**src/rtl/uart_cmd_parser_if.sv**
```systemverilog
// rtl/uart_cmd_parser_if.sv - UART-side and datapath-side signal bundle of the command parser
interface uart_cmd_parser_if #(
   parameter int DW = 8,
   parameter int NW = 4,
   parameter int CH = 2
);
   logic          rx_interrupt;
   logic [DW-1:0] uart_data;
   logic [CH-1:0] full;
   logic          busy;
   logic          clear_interrupt;
   logic [CH-1:0] push;
   logic [DW-1:0] push_data;
   logic [NW-1:0] n_size;
   logic          start;
   logic          retransmit;
   logic          clear;
   logic          frame_err;
   logic [1:0]    err_code;

   modport master (
      output rx_interrupt, uart_data, full, busy,
      input  clear_interrupt, push, push_data, n_size, start, retransmit, clear,
             frame_err, err_code
   );

   modport slave (
      input  rx_interrupt, uart_data, full, busy,
      output clear_interrupt, push, push_data, n_size, start, retransmit, clear,
             frame_err, err_code
   );
endinterface

```
**src/rtl/uart_cmd_parser.sv**
```systemverilog
// rtl/uart_cmd_parser.sv - framed UART command parser (FE LEN CMD payload EF)
// Drives push channels, the size register and control strobes; flags bad frames, overflow, timeout.
module uart_cmd_parser #(
   parameter int DW      = 8,
   parameter int NW      = 4,
   parameter int MAX_N   = 8,
   parameter int CH      = 2,
   parameter int TIMEOUT = 1023
) (
   input logic              clk,
   input logic              rst,
   uart_cmd_parser_if.slave bus
);
   localparam int            TW      = $clog2(TIMEOUT + 1);
   localparam logic [TW-1:0] T_LAST  = TW'(TIMEOUT - 1);
   localparam logic [NW-1:0] N_MAX   = NW'(MAX_N);
   localparam logic [3:0]    CH_N    = 4'(CH);
   localparam logic [7:0]    SOF     = 8'hFE;
   localparam logic [7:0]    EOF     = 8'hEF;
   localparam logic [7:0]    C_SET_N = 8'h01;
   localparam logic [7:0]    C_RTX   = 8'h02;
   localparam logic [7:0]    C_START = 8'h03;
   localparam logic [7:0]    C_CLEAR = 8'h0F;

   typedef enum logic [2:0] {IDLE, GET_LEN, GET_CMD, GET_PAY, GET_END} state_t;
   state_t state, state_nx;

   logic [7:0]    remaining, remaining_nx, len_q, len_nx, cmd_q, cmd_nx;
   logic [NW-1:0] pay_q, pay_nx, n_size_q, n_size_nx;
   logic [TW-1:0] tcnt, tcnt_nx;
   logic          frame_bad, frame_bad_nx;
   logic [CH-1:0] push_q, push_nx, ch_sel;
   logic [DW-1:0] push_data_q, push_data_nx;
   logic          ack_q, start_q, start_nx, rtx_q, rtx_nx, clr_q, clr_nx;
   logic          ferr_q, ferr_nx;
   logic [1:0]    code_q, code_nx, err_val;
   logic          err_set, is_data, ch_full, cmd_ok;
   logic [7:0]    rx_byte;

   assign rx_byte = bus.uart_data[7:0];

   always_comb begin
      is_data = (cmd_q[7:4] == 4'h1) && (cmd_q[3:0] < CH_N);
      ch_sel  = '0;
      ch_full = 1'b0;
      for (int i = 0; i < CH; i++) begin
         if (cmd_q[3:0] == 4'(i)) begin
            ch_sel[i] = 1'b1;
            ch_full   = bus.full[i];
         end
      end
   end

   always_comb begin
      case (cmd_q)
         C_SET_N:        cmd_ok = (len_q == 8'd2) && (pay_q != '0) && (pay_q <= N_MAX);
         C_RTX, C_CLEAR: cmd_ok = (len_q == 8'd1);
         C_START:        cmd_ok = (len_q == 8'd1) && !bus.busy;
         default:        cmd_ok = is_data;
      endcase
   end

   always_ff @(posedge clk) begin
      if (rst) state <= IDLE;
      else     state <= state_nx;
   end

   always_comb begin
      state_nx     = state;
      remaining_nx = remaining;
      len_nx       = len_q;
      cmd_nx       = cmd_q;
      pay_nx       = pay_q;
      n_size_nx    = n_size_q;
      tcnt_nx      = tcnt;
      frame_bad_nx = frame_bad;
      push_nx      = '0;
      push_data_nx = push_data_q;
      start_nx     = 1'b0;
      rtx_nx       = 1'b0;
      clr_nx       = 1'b0;
      ferr_nx      = ferr_q;
      code_nx      = code_q;
      err_set      = 1'b0;
      err_val      = 2'd0;

      // An arriving byte always reloads the idle counter, so it beats a same-cycle expiry.
      if (state == IDLE || bus.rx_interrupt) begin
         tcnt_nx = '0;
      end else if (tcnt == T_LAST) begin
         err_set  = 1'b1;
         err_val  = 2'd3;
         state_nx = IDLE;
         tcnt_nx  = '0;
      end else begin
         tcnt_nx = tcnt + 1'b1;
      end

      if (bus.rx_interrupt) begin
         case (state)
            IDLE: begin
               if (rx_byte == SOF) begin
                  state_nx     = GET_LEN;
                  frame_bad_nx = 1'b0;
               end
            end
            GET_LEN: begin
               if (rx_byte == 8'd0) begin
                  err_set  = 1'b1;
                  err_val  = 2'd1;
                  state_nx = IDLE;
               end else begin
                  len_nx       = rx_byte;
                  remaining_nx = rx_byte - 8'd1;
                  state_nx     = GET_CMD;
               end
            end
            GET_CMD: begin
               cmd_nx   = rx_byte;
               state_nx = (remaining != 8'd0) ? GET_PAY : GET_END;
            end
            GET_PAY: begin
               pay_nx       = rx_byte[NW-1:0];
               remaining_nx = remaining - 8'd1;
               if (remaining == 8'd1) state_nx = GET_END;
               if (is_data) begin
                  if (ch_full) begin
                     err_set = 1'b1;
                     err_val = 2'd2;
                  end else begin
                     push_nx      = ch_sel;
                     push_data_nx = bus.uart_data;
                  end
               end
            end
            GET_END: begin
               state_nx = IDLE;
               if (rx_byte == EOF && cmd_ok) begin
                  if (!frame_bad) ferr_nx = 1'b0;
                  if (cmd_q == C_SET_N) n_size_nx = pay_q;
                  start_nx = (cmd_q == C_START);
                  rtx_nx   = (cmd_q == C_RTX);
                  clr_nx   = (cmd_q == C_CLEAR);
               end else begin
                  err_set = 1'b1;
                  err_val = 2'd1;
               end
            end
            default: state_nx = IDLE;
         endcase
      end

      if (err_set) begin
         ferr_nx      = 1'b1;
         code_nx      = err_val;
         frame_bad_nx = 1'b1;
      end
   end

   always_ff @(posedge clk) begin
      if (rst) begin
         remaining   <= '0;
         len_q       <= '0;
         cmd_q       <= '0;
         pay_q       <= '0;
         n_size_q    <= NW'(1);
         tcnt        <= '0;
         frame_bad   <= 1'b0;
         push_q      <= '0;
         push_data_q <= '0;
         ack_q       <= 1'b0;
         start_q     <= 1'b0;
         rtx_q       <= 1'b0;
         clr_q       <= 1'b0;
         ferr_q      <= 1'b0;
         code_q      <= 2'd0;
      end else begin
         remaining   <= remaining_nx;
         len_q       <= len_nx;
         cmd_q       <= cmd_nx;
         pay_q       <= pay_nx;
         n_size_q    <= n_size_nx;
         tcnt        <= tcnt_nx;
         frame_bad   <= frame_bad_nx;
         push_q      <= push_nx;
         push_data_q <= push_data_nx;
         ack_q       <= bus.rx_interrupt;
         start_q     <= start_nx;
         rtx_q       <= rtx_nx;
         clr_q       <= clr_nx;
         ferr_q      <= ferr_nx;
         code_q      <= code_nx;
      end
   end

   assign bus.clear_interrupt = ack_q;
   assign bus.push            = push_q;
   assign bus.push_data       = push_data_q;
   assign bus.n_size          = n_size_q;
   assign bus.start           = start_q;
   assign bus.retransmit      = rtx_q;
   assign bus.clear           = clr_q;
   assign bus.frame_err       = ferr_q;
   assign bus.err_code        = code_q;
endmodule

```
**src/flat_wrapper.sv**
```systemverilog
// flat-port wrapper written by rule: the top's interface ports become plain ports
module uart_cmd_parser_flat 
#(
   parameter int DW      = 8,
   parameter int NW      = 4,
   parameter int MAX_N   = 8,
   parameter int CH      = 2,
   parameter int TIMEOUT = 1023
)
  (clk, rst, bus_rx_interrupt, bus_uart_data, bus_full, bus_busy, bus_clear_interrupt, bus_push, bus_push_data, bus_n_size, bus_start, bus_retransmit, bus_clear, bus_frame_err, bus_err_code);
  uart_cmd_parser_if #(.DW(DW), .NW(NW), .CH(CH)) bus_i ();
  input logic clk;
  input logic rst;
  input wire logic [$bits(bus_i.rx_interrupt)-1:0] bus_rx_interrupt;
  input wire logic [$bits(bus_i.uart_data)-1:0] bus_uart_data;
  input wire logic [$bits(bus_i.full)-1:0] bus_full;
  input wire logic [$bits(bus_i.busy)-1:0] bus_busy;
  output wire logic [$bits(bus_i.clear_interrupt)-1:0] bus_clear_interrupt;
  output wire logic [$bits(bus_i.push)-1:0] bus_push;
  output wire logic [$bits(bus_i.push_data)-1:0] bus_push_data;
  output wire logic [$bits(bus_i.n_size)-1:0] bus_n_size;
  output wire logic [$bits(bus_i.start)-1:0] bus_start;
  output wire logic [$bits(bus_i.retransmit)-1:0] bus_retransmit;
  output wire logic [$bits(bus_i.clear)-1:0] bus_clear;
  output wire logic [$bits(bus_i.frame_err)-1:0] bus_frame_err;
  output wire logic [$bits(bus_i.err_code)-1:0] bus_err_code;
  assign bus_i.rx_interrupt = bus_rx_interrupt;
  assign bus_i.uart_data = bus_uart_data;
  assign bus_i.full = bus_full;
  assign bus_i.busy = bus_busy;
  assign bus_clear_interrupt = bus_i.clear_interrupt;
  assign bus_push = bus_i.push;
  assign bus_push_data = bus_i.push_data;
  assign bus_n_size = bus_i.n_size;
  assign bus_start = bus_i.start;
  assign bus_retransmit = bus_i.retransmit;
  assign bus_clear = bus_i.clear;
  assign bus_frame_err = bus_i.frame_err;
  assign bus_err_code = bus_i.err_code;
  uart_cmd_parser #(.DW(DW), .NW(NW), .MAX_N(MAX_N), .CH(CH), .TIMEOUT(TIMEOUT)) u_core (.clk(clk), .rst(rst), .bus(bus_i));
endmodule
```
**config.mk**
```make
export PLATFORM = sky130hd
export DESIGN_NAME = uart_cmd_parser_flat
export DESIGN_NICKNAME = d
export VERILOG_FILES = /design/src/rtl/uart_cmd_parser_if.sv /design/src/rtl/uart_cmd_parser.sv /design/src/flat_wrapper.sv
export SDC_FILE = /design/constraint.sdc
export NUM_CORES = 1
export LEC_CHECK = 0
export CAP_MARGIN = 20
export CORE_ASPECT_RATIO = 1.4
export CORE_MARGIN = 2
export CORE_UTILIZATION = 63
export DETAILED_ROUTE_END_ITERATION = 6
export DONT_BUFFER_PORTS = 1
export PLACE_DENSITY = 0.75
export SYNTH_ARGS = -nofsm -noshare
export SYNTH_HDL_FRONTEND = slang
export SYNTH_SLANG_ARGS = --single-unit
```
**constraint.sdc**
```tcl
create_clock -name clk -period 2.25 [get_ports clk]
set_input_delay 0.3375 -clock clk [delete_from_list [all_inputs] [get_ports clk]]
set_output_delay 0.3375 -clock clk [all_outputs]
set_load 0.01 [all_outputs]
```
### Word-level counts from Yosys, hierarchy flattened

Cells that the tools add are included.

| storage, ports and cells | value |
|---|---|
| register bits after elaboration | 63 |

| cells by class | value |
|---|---|
| add/subtract/negate cells | 3 |
| $lt $le $gt $ge | 2 |
| eq/ne operators | 18 |
| muxes and demuxes | 40 |
| bitwise operators | 7 |
| reduce and logical (&&, ||, !) cells | 30 |

Operators with widths:

| cell | count |
|---|---|
| 8-bit by 1-bit == test with 1-bit output, second input constant | 3 |
| 8-bit by 2-bit == test with 1-bit output, second input constant | 3 |
| 1-bit two-way mux | 20 |
| 3-bit two-way mux | 6 |
| 8-bit == test, second input constant | 2 |
| 2-bit two-way mux | 8 |
| 8-bit case mux with 2 select lines | 1 |
| 8-bit by 1-bit subtractor with 8-bit output, second input constant | 2 |
| 3-bit case mux with 4 select lines | 1 |
| 4-bit AND reduction | 3 |
| 2-bit nonzero test | 6 |
| 10-bit by 1-bit adder with 10-bit output, second input constant | 1 |
| 10-bit == test, second input constant | 1 |
| 3-bit AND reduction | 3 |
| 4-bit by 1-bit == test with 1-bit output, second input constant | 2 |
| 8-bit by 4-bit == test with 1-bit output, second input constant | 1 |
| 8-bit logical NOT | 1 |
| 8-bit two-way mux | 1 |
| 8-bit nonzero test | 1 |
| 1-bit NOT | 7 |
| 3-bit by 2-bit == test with 1-bit output, second input constant | 2 |
| 1-bit case mux with 3 select lines | 2 |
| 2-bit case mux with 3 select lines | 1 |
| 1-bit logical AND | 5 |
| 15 further kinds | 17 |

### Depth between registers and ports, before layout

Gate-level depths: netlist (run 1).

| logic depth | value |
|---|---|
| depth after elaboration | 10 |
| gate-level depth with buffers | 8 |
| depth with buffers taken out | 8 |

### Least setup slack after synthesis (run 1)

No wires, ideal clock.

| path | value |
|---|---|
| path type | input -> register |
| start point | in bus_uart_data[3] |
| end point | reg u_core.n_size_q[0], in the netlist u_core.bus.n_size[0] |
| setup time | 0.120 ns |
| arrival time | 1.708 ns |
| required time | 2.130 ns |
| slack | 0.422 ns |
| cell stages on the path | 6 |
| buffers on the path | 1 |
| cell sequence | buf_2 and4_1 nand4_1 a2111oi_4 o211ai_2 a211o_1 |

| on the way | value |
|---|---|
| longest elaborated chain between the ends | 3 |

RTL lines:

| item | line | RTL |
|---|---|---|
| from (decl) | flat_wrapper.sv:15 | `input wire logic [$bits(bus_i.uart_data)-1:0] bus_uart_data;` |
| 8-bit == test | uart_cmd_parser.sv:138 | `if (rx_byte == EOF && cmd_ok) begin` |
| 1-bit logical AND | uart_cmd_parser.sv:138 |  |
| 4-bit AND reduction (no line) | -- |  |
| to (signal assigned) | uart_cmd_parser.sv:182 | `n_size_q <= n_size_nx;` |
| to (decl) | uart_cmd_parser.sv:29 | `logic [NW-1:0] pay_q, pay_nx, n_size_q, n_size_nx;` |

No other way between the ends.
A chain may end at the register's enable or synchronous reset.

### Worst setup path after layout (run 1)

| path | value |
|---|---|
| start point | reg u_core.cmd_q[0] |
| end point | reg u_core.code_q[1], in the netlist u_core.bus.err_code[1] |

| on the way | value |
|---|---|
| longest elaborated chain between the ends | 7 |
| elaborated cells on any way between the ends | 23 |

RTL lines:

| item | line | RTL |
|---|---|---|
| from (decl) | uart_cmd_parser.sv:28 | `logic [7:0] remaining, remaining_nx, len_q, len_nx, cmd_q, cmd_nx;` |
| from (signal assigned) | uart_cmd_parser.sv:180 | `cmd_q <= cmd_nx;` |
| 4-bit by 2-bit < comparator with 1-bit output (tied with other cells) | uart_cmd_parser.sv:43 | `is_data = (cmd_q[7:4] == 4'h1) && (cmd_q[3:0] < CH_N);` |
| 1-bit logical AND (tied with other cells) | uart_cmd_parser.sv:43 |  |
| 1-bit case mux with 3 select lines or 1-bit two-way mux (tied branches) | uart_cmd_parser.sv:55, uart_cmd_parser.sv:47 |  |
| 1-bit logical AND (tied with other cells) | uart_cmd_parser.sv:138 |  |
| 2-bit two-way mux (tied with other cells) | uart_cmd_parser.sv:138 |  |
| 2-bit case mux with 3 select lines or 1-bit case mux with 3 select lines (tied branches) | uart_cmd_parser.sv:100 | `case (state)` |
| 2-bit two-way mux or 1-bit two-way mux (tied branches) | uart_cmd_parser.sv:99 | `if (bus.rx_interrupt) begin` |
| to (signal assigned) | uart_cmd_parser.sv:192 | `code_q <= code_nx;` |
| to (decl) | uart_cmd_parser.sv:36 | `logic [1:0] code_q, code_nx, err_val;` |

Several ways; a longest one is shown, not always the timed one.

==> results of run 1 <==
-- Yosys cell counts (2+ instances only) --
| master | number | area [sq um] |
|---|---|---|
| dfxtp_1 | 63 | 1260 |
| nand2_1 | 56 | 210 |
| nor2_1 | 52 | 195 |
| a21oi_1 | 32 | 160 |
| nand3_1 | 25 | 125 |
| mux2i_1 | 14 | 140 |
| clkbuf_1 | 11 | 41.3 |
| o21ai_0 | 10 | 50.1 |
| xor2_1 | 10 | 87.6 |
| inv_1 | 9 | 33.8 |
| ha_1 | 8 | 100 |
| nor3_1 | 8 | 40.0 |
| buf_2 | 7 | 35.0 |
| and3_1 | 6 | 37.5 |
| o21ai_1 | 6 | 30.0 |
| xnor2_1 | 6 | 52.6 |
| a22oi_1 | 5 | 37.5 |
| nor4_1 | 5 | 31.3 |
| nand4_1 | 3 | 18.8 |
| nor3b_1 | 3 | 22.5 |
| nor4_4 | 3 | 63.8 |
| o31ai_1 | 3 | 22.5 |
| or3_1 | 3 | 18.8 |
| buf_4 | 2 | 15.0 |
| nand2b_1 | 2 | 12.5 |
| nor3_2 | 2 | 20.0 |
| nor4b_1 | 2 | 17.5 |
| o22ai_1 | 2 | 12.5 |
| or2_2 | 2 | 12.5 |
-- metal layers --
metal | track usage [%] | wire, um | up-vias
met5 | 0 | 0 | -
met4 | 17.0 | 312 | 0
met3 | 6.87 | 313 | 21
met2 | 47.0 | 3720 | 60
met1 | 30.0 | 2890 | 1263
li1 | - | - | 1348
-- logic make-up after synthesis --
family          Yosys count  share of synthesized area, %
fa+ha+maj                 8                          3.10
compound gates           73                          16.1
simple gates            184                          29.1
mux                      14                          4.35
flops                    63                          39.1
xor+xnor                 16                          4.35
buf+inv                  29                          3.88
-- path summary, 6_finish.rpt --
kind                                start                             endpoint
min                                   rst  u_core.bus.err_code[0]$_SDFFE_PP0P_
min reg2reg  u_core.len_q[1]$_SDFFE_PP0P_         u_core.len_q[1]$_SDFFE_PP0P_
max          u_core.cmd_q[0]$_SDFFE_PP0P_  u_core.bus.err_code[1]$_SDFFE_PP0P_
max reg2reg  u_core.cmd_q[0]$_SDFFE_PP0P_  u_core.bus.err_code[1]$_SDFFE_PP0P_
-- per-stage QoR --
step           instance area [sq um]  setup WS (ns)  cells  hold WS [ns]  util [%]
2_1_floorplan                   3220          0.422    387         0.436         -
3_3_place_gp                    3260          0.229    437         0.410      66.8
3_5_place_dp                    3260          0.246    437         0.412      66.8
4_1_cts                         3500          0.226    453        0.0369      71.8
5_1_grt                         3500          0.103    453        0.0325      71.8
6_report                        3500          0.226    453        0.0479      71.8
-- flip-flops by register name (all words and copies together) (netlist names) --
register,cells
u_core.bus.push_data,8
u_core.bus.retransmit,1
u_core.bus.err_code,2
u_core.bus.frame_err,1
u_core.tcnt,10
u_core.state,3
u_core.bus.push,2
u_core.cmd_q,8
u_core.bus.n_size,4
u_core.remaining,8
u_core.bus.clear_interrupt,1
u_core.pay_q,4
u_core.len_q,8
u_core.bus.clear,1
u_core.bus.start,1
u_core.frame_bad,1
-- final cells by class --
| class | count | area share [%] |
|---|---|---|
| Clock buffer | 9 | 3.54 |
| Clock inverter | 7 | 3.43 |
| Inverter | 9 | 0.965 |
| Multi-Input combinational cell | 295 | 52.5 |
| Sequential cell | 63 | 36.0 |
| Tap cell | 64 | 2.29 |
| Timing Repair Buffer | 6 | 1.29 |
-- power by group --
group	leakage (uW)	internal, uW	switching [uW]	total (uW)
clock	0.000120	739	469	1210
sequential	0.000507	1120	1.07	1120
combinational	0.000672	16.8	22.8	39.7
-- worst reg2reg max path: stages (launching register included) --
cell and delay [ns]:
dfxtp_1 0.53, nor4b_4 0.30, nand4_2 0.18, o2bb2ai_4 0.23, nor3_2 0.09, o41ai_2 0.46, a31o_1 0.19
==> results, run 1 <==
- The run finished with clean final reports.
- The synthesized area is 0.00322 sq mm.
- The height of the die is 88.6 um.
- The final clock period utilization by the worst path is 90.0%.
- The number of hold violations in the final report is 0.
- Global routing used 27.2% of the available tracks.
- The worst register-to-register path has a depth of 6.
- By startpoint and endpoint, the worst setup path is classified as reg2reg.
- Leaving out fill and tap cells, the most frequent cells in the layout are dfxtp_1 (63), nand2_1 (56), nor2_1 (52).
- Synthesis produced a netlist with a net count of 409.
- The number of diodes added for antenna fixing is 0.
- The startpoint type of the worst setup path is a flop.
- The effective utilization at floorplan is between 60% and 70%.
- The number of buffers inserted to repair setup after CTS is 0.
- The biggest fanout along the worst timing path is 10.
- The cell sitting at the root of the clock tree is a clkbuf_8.
- The signal on the critical path passes through nor4b_4 -> nand4_2 -> o2bb2ai_4 -> nor3_2 -> o41ai_2 -> a31o_1.
- The number of instances in the synthesized netlist is 387.
- The via count of the first global-routing pass is about 2600.
- The area used by multi-input combinational logic is approximately 0.0018 sq mm.
- After clock tree synthesis, the clock-pin slew on the worst setup and hold paths is roughly 0.070 ns.
- The highest achievable clock rate is 494 MHz.
- Dividing the synthesized area by the synthesized cell count gives 8.33 sq um.
- The most frequent standard cell in the layout excluding fill and tap cells is dfxtp_1.
- The detailed router placed ~2700 vias in this run.
- The instance count on the critical path is 6.
- The final layout contains routed wiring with a total length of around 7200 um.
- The biggest cell delay along the critical path is 0.53 ns.
- Setup repair after global routing left no endpoint under its margin.
- The slowest stage of the critical path is the dfxtp_1 cell.
- The worst hold-check path type is in2reg.
- For this design the top-level I/O count stands at 35.
- Among cell families on the critical path, the largest total delay comes from compound AO/OA/AOI/OAI gates.
- The number of different library cells used by synthesis comes to 56.
- The share of flip-flops with an asynchronous set or reset after synthesis is 0%.
- The placeable core area is around 0.0049 sq mm.
- The endpoint class of the critical path is a flop.
- The number of instances on the worst hold path is 1.
- The maximum clock insertion buffer count is 2.
- The share of synthesized area occupied by flip-flops and latches is 39.1%.
- Port buffering added 0 buffers.
- Detailed placement ended at an HPWL of roughly 5100 um.
- The register cell area after layout is roughly 0.0013 sq mm.
- The shortest period the worst path allows is approximately 2.0 ns.
- The post-detailed-route via-to-cell ratio is 5.94.
- Summed over all failing endpoints, the final setup total negative slack is 0 ns.
- Counting flops and latches in the post-synthesis netlist gives 63.
- The post-route netlist has between 10% and 20% of its cells at a drive strength greater than 1.
- Hold repair after CTS inserted 0 buffers.
- The number of rows created at floorplan is 30.
- The antenna violation net count after detailed routing is 0.
- The Yosys warning count is 0.
- Dividing total power by cell area gives a power density of 675 mW/mm^2.
- At the pin with the least slew margin, the transition time is 0.520 ns.
- The most used flip-flop cell after synthesis is dfxtp_1.
- The filler cells instantiated in the layout total 401.
- The leftover overflow at the end of global routing is 0.
- The DRC violation count after routing is 0.
- The sink count of the clock tree is 63.
- The area growth from synthesis to final layout is 8.61%.
- The number of buffers added by the clock tree synthesis step is 9.
- The number of antenna violations at the first check in global routing is 0.
- The design draws 2360 uW.
- Across the run, the number of max-cap violations was 0.
- The maximum ir drop on the vdd rail is 0.484 mV.
- The detailed router finished its first iteration with roughly 170 violations.
- Measured against its own limit, the worst slew margin works out to 65.2%.
- The clock arrives with 0.00583 ns of skew.
- The count of buffering cells on the critical path with inverters included is 0.
- The first TritonRoute pass finished after 5 iterations.
- The first global-routing pass estimated 11800 um of wire.
- The required time at the endpoint of the critical path is 2.55 ns.
- The congestion estimate from routability-driven global placement came to 0.822.
- The insertion delay of the later-clocked pin in the worst-skew pair is 0.35 ns.
- The post-cts sizing count is 0.
- The arrival time reported for the critical path endpoint is between 2 and 2.5 ns.
- For this design the static power due to leakage is 0.00130 uW.
- TritonCTS built the clock tree.
- The overall die width is 64.5 um.
- The number of max-slew violations in the final report is 0.
- The final layout contains approximately 400 nets.
- The register-to-register setup slack is 0.23 ns.
- The overall die area is 0.00571 sq mm.
- In the final routed layout, each cell accounts on average for 16.0 um.
- The pin count of the biggest net entering global routing is 52.
- The synthesized design contains 0 enable-type register cells.
- The H-tree was split into 3 levels.
- Setup violations remaining at the end of the flow were counted as 0.
Note: power is estimated with default switching activity, not from simulation.
==> run 2: changes to the inputs <==
--- a/config.mk
+++ b/config.mk
@@ -12,6 +12,8 @@
 export DETAILED_ROUTE_END_ITERATION = 6
 export DONT_BUFFER_PORTS = 1
 export PLACE_DENSITY = 0.75
+export RECOVER_POWER = 25
+export REMOVE_ABC_BUFFERS = 1
 export SYNTH_ARGS = -nofsm -noshare
 export SYNTH_HDL_FRONTEND = slang
 export SYNTH_SLANG_ARGS = --single-unit
==> run 2 against run 1 <==
Effect of this change:
- global-route usage fell by 0.41 points
- critical path depth unchanged
- clock skew rose by 0.0029 ns
- sequential share of layout area rose by 0.14 points
- die area unchanged
- non-clock buffer count stayed put
- flip-flop and latch count unchanged
- combinational power down 1%
- utilization down 0.28 points
- clock power fell by 7%
- critical path type unchanged
- first-iteration DRC count rose by 3.0%
==> results, run 2 (same netlist as run 1, synthesis figures left out) <==
- The flow ran to the end, and the final reports show no timing, DRC or antenna violations.
- The die covers 0.00571 sq mm.
- After clock tree synthesis, the clock-pin slew on the worst setup and hold paths is 0.07 ns.
- The global routing stage identified its most utilized layer as met2.
- The total setup violations reported at the end of the flow is 0.
- Based on the critical path, the design can be clocked at up to 497 MHz.
- The flip-flop count of the largest register after layout is 10.
- The cell type of the slowest stage on the worst timing path is o41ai_2.
- The total detailed-routing wirelength is 7160 um.
- Buffers placed on the I/O ports in this run total 0.
- The number of hold violations in the final report is 0.
- In this run the core area contains 30 standard-cell rows.
- The maximum clock insertion buffer count is 2.
- The sink count of the clock tree is 63.
- The signal on the critical path passes through nor2_1 -> a21boi_1 -> o31ai_4 -> nor3_2 -> o41ai_2 -> a31o_1.
- The biggest fanout along the worst timing path is 8.
- In this design, the stage delay of the slowest critical-path cell is about 0.45 ns.
- The first global-routing pass estimated 11700 um of wire.
- The net count of the finished layout is ~410.
- The number of max-slew violations in the final report is 0.
- In this run the cell area measured after placement is roughly 0.0033 sq mm.
- The critical path is of the reg2reg type.
- The slew at the pin closest to its max-slew limit is about 0.55 ns.
- The worst setup path is captured at a flop.
- In this run the tightest slew margin relative to its limit is 63.5%.
- The final routed wire length divided by cell count is 15.8 um.
- The clock tree from TritonCTS is built.
- The clock reaches the later pin of the worst-skew pair after 0.35 ns.
- The leftover overflow at the end of global routing is 0.
- The path class of the tightest hold or removal check is in2reg.
- Leaving out fill and tap cells, the most frequent cell in the layout is dfxtp_1.
- After routing the design area is 0.00349 sq mm.
- After routing, the total negative slack on setup checks comes to 0 ns.
- Dividing total power by cell area gives a power density of roughly 650 mW/mm^2.
- The effective utilization at floorplan is 66.1%.
- The via count of the first global-routing pass came to 2538.
- The required time at the endpoint of the critical path is 2.54 ns.
- In the global route stage, met3 resource usage came out at 5.85%.
- The global placer's final weighted congestion is 0.844.
- IR analysis of the VDD net gives a maximum drop of between 0.6 and 0.7 mV.
- The H-tree was split into 3 levels.
- The total via count after detailed routing is 2729.
- The reported net switching power is 437 uW.
- The count of buffering cells on the critical path with inverters included is 0.
- The share of total power dissipated in sequential elements is around half.
- Entering global routing, the biggest net connects 52 pins.
- The height of the die is slightly below 90 um.
- The number of buffers added by the clock tree synthesis step is 9.
- Setup repair after global routing left no endpoint under its margin.
- The shortest period the worst path allows is slightly above 2 ns.
- The antenna violation net count after detailed routing is 0.
- The post-detailed-route via-to-cell ratio is ~6.
- The total power consumption of the routed design is 2280 uW.
- For the final database, setup skew stands at just under 0.009 ns.
- The analysis attributes to cell leakage a power of approximately 0.0013 uW.
- STA classifies the critical path startpoint as a flop.
- The worst path uses approximately nine tenths of the clock period.
- Post-CTS repair changed the size of 0 cells.
- The power share of the combinational group is ~1.7%.
- The switching share of power is around a fifth.
- From synthesis to final layout, the design area changed by 8.19%.
- Global routing used 48.0% of the available met2 tracks.
- In this run the horizontal extent of the chip is between 60 and 70 um.
- In this design, the largest share of critical-path delay is due to compound AO/OA/AOI/OAI gates.
- The number of buffers inserted to repair setup after CTS is 0.
- Data on the critical path arrives at its endpoint at 2.30 ns.
- The fraction of final layout cells with drive strength greater than 1 is 10.3%.
- The final-layout fill cell count is about 400.
- The largest register by flop count is u_core.tcnt.
- After the first detailed-routing iteration, the DRC count stood at 173.
- The pre-antenna-repair detailed-routing pass consisted of 4 iterations.
- Hold repair after CTS inserted 0 buffers.
- The number of antenna violations at the first check in global routing is 0.
- For this design the top-level I/O count stands at 35.
- Once detailed placement completed, the half-perimeter wirelength came to between 5000 and 6000 um.
- The all-layer global routing usage is between 20% and 30%.
- After detailed routing, the number of remaining DRC violations is 0.
- The region available for standard cell placement spans 0.00488 sq mm.
- The top cell types in the final layout, fill and taps aside, are dfxtp_1 (63), nand2_1 (56), nor2_1 (52).
- The tree is rooted in a clkbuf_8.
- The internal power contribution is between 1500 and 2000 uW.
- The final hold slack is 0.0550 ns.
- The number of diodes added for antenna fixing is 0.
- The number of maximum-capacitance constraint violations is 0.
- The proportion of power drawn by the clock network is about half.
- For this run, global-route usage on met1 was measured as 30.5%.
run 2: changes by cell type in the layout (fill, tap and decap cells not counted), sizes merged:
cell,previous run,this run
bufinv,3,2
clkbuf,9,12
clkinv,2,1
clkinvlp,1,0
inv,10,9
run 2: power by group through the flow:
stage	logic [uW]	clock network, uW	registers [uW]
after floorplan	31.6	0	1140
after global placement	37.9	0	1140
after detailed placement	37.8	0	1140
after CTS	38.8	1140	1120
after global routing	44.5	1180	1120
final	39.2	1120	1120
run 2: per-stage QoR:
stage / std cells / worst slack [ns] / utilization (%)
2_1_floorplan: 367 / 0.389 / -
3_3_place_gp: 437 / 0.288 / 66.8
3_5_place_dp: 437 / 0.259 / 66.8
4_1_cts: 452 / 0.242 / 71.5
5_1_grt: 452 / 0.0898 / 71.5
6_report: 452 / 0.236 / 71.5
run 2: cell type report:
class                      count  area (sq um)  share of cell area (%)
inverter                       9          33.8                   0.968
clock inverter                 3          65.1                    1.87
multi-input combinational    295          1840                    52.7
clock buffer                  12           165                    4.73
timing repair buffer           6          45.0                    1.29
tap                           64          80.1                    2.30
sequential                    63          1260                    36.2
run 2: worst paths after layout:
| kind | start | end | slack (ns) | depth (start not counted) |
|---|---|---|---|---|
| worst max-delay path | u_core.cmd_q[2]$_SDFFE_PP0P_ | u_core.bus.err_code[1]$_SDFFE_PP0P_ | 0.24 | 6 |
| worst min-delay path | rst | u_core.remaining[2]$_SDFFE_PP0P_ | 0.06 | 1 |
| worst max register to register | u_core.cmd_q[2]$_SDFFE_PP0P_ | u_core.bus.err_code[1]$_SDFFE_PP0P_ | 0.24 | 6 |
| worst min register to register | u_core.frame_bad$_SDFFE_PP0P_ | u_core.frame_bad$_SDFFE_PP0P_ | 0.46 | 2 |
run 2: worst register-to-register path, cell delays in order (launching register included):
cell and delay, ns:
dfxtp_1 0.41, nor2_1 0.33, a21boi_1 0.17, o31ai_4 0.31, nor3_2 0.10, o41ai_2 0.45
a31o_1 0.19
run 2: per-layer routing:
| metal | up-vias | wire length (um) |
|---|---|---|
| met5 | - | 0 |
| met4 | 0 | 155 |
| met3 | 12 | 262 |
| met2 | 74 | 3770 |
| met1 | 1293 | 2980 |
| li1 | 1350 | - |
==> run 3: changes to the inputs <==
--- a/config.mk
+++ b/config.mk
@@ -17,3 +17,4 @@
 export SYNTH_ARGS = -nofsm -noshare
 export SYNTH_HDL_FRONTEND = slang
 export SYNTH_SLANG_ARGS = --single-unit
+export TNS_END_PERCENT = 20
==> results of run 3 <==
The final DEF is identical to that of run 2; final timing and power are the same.
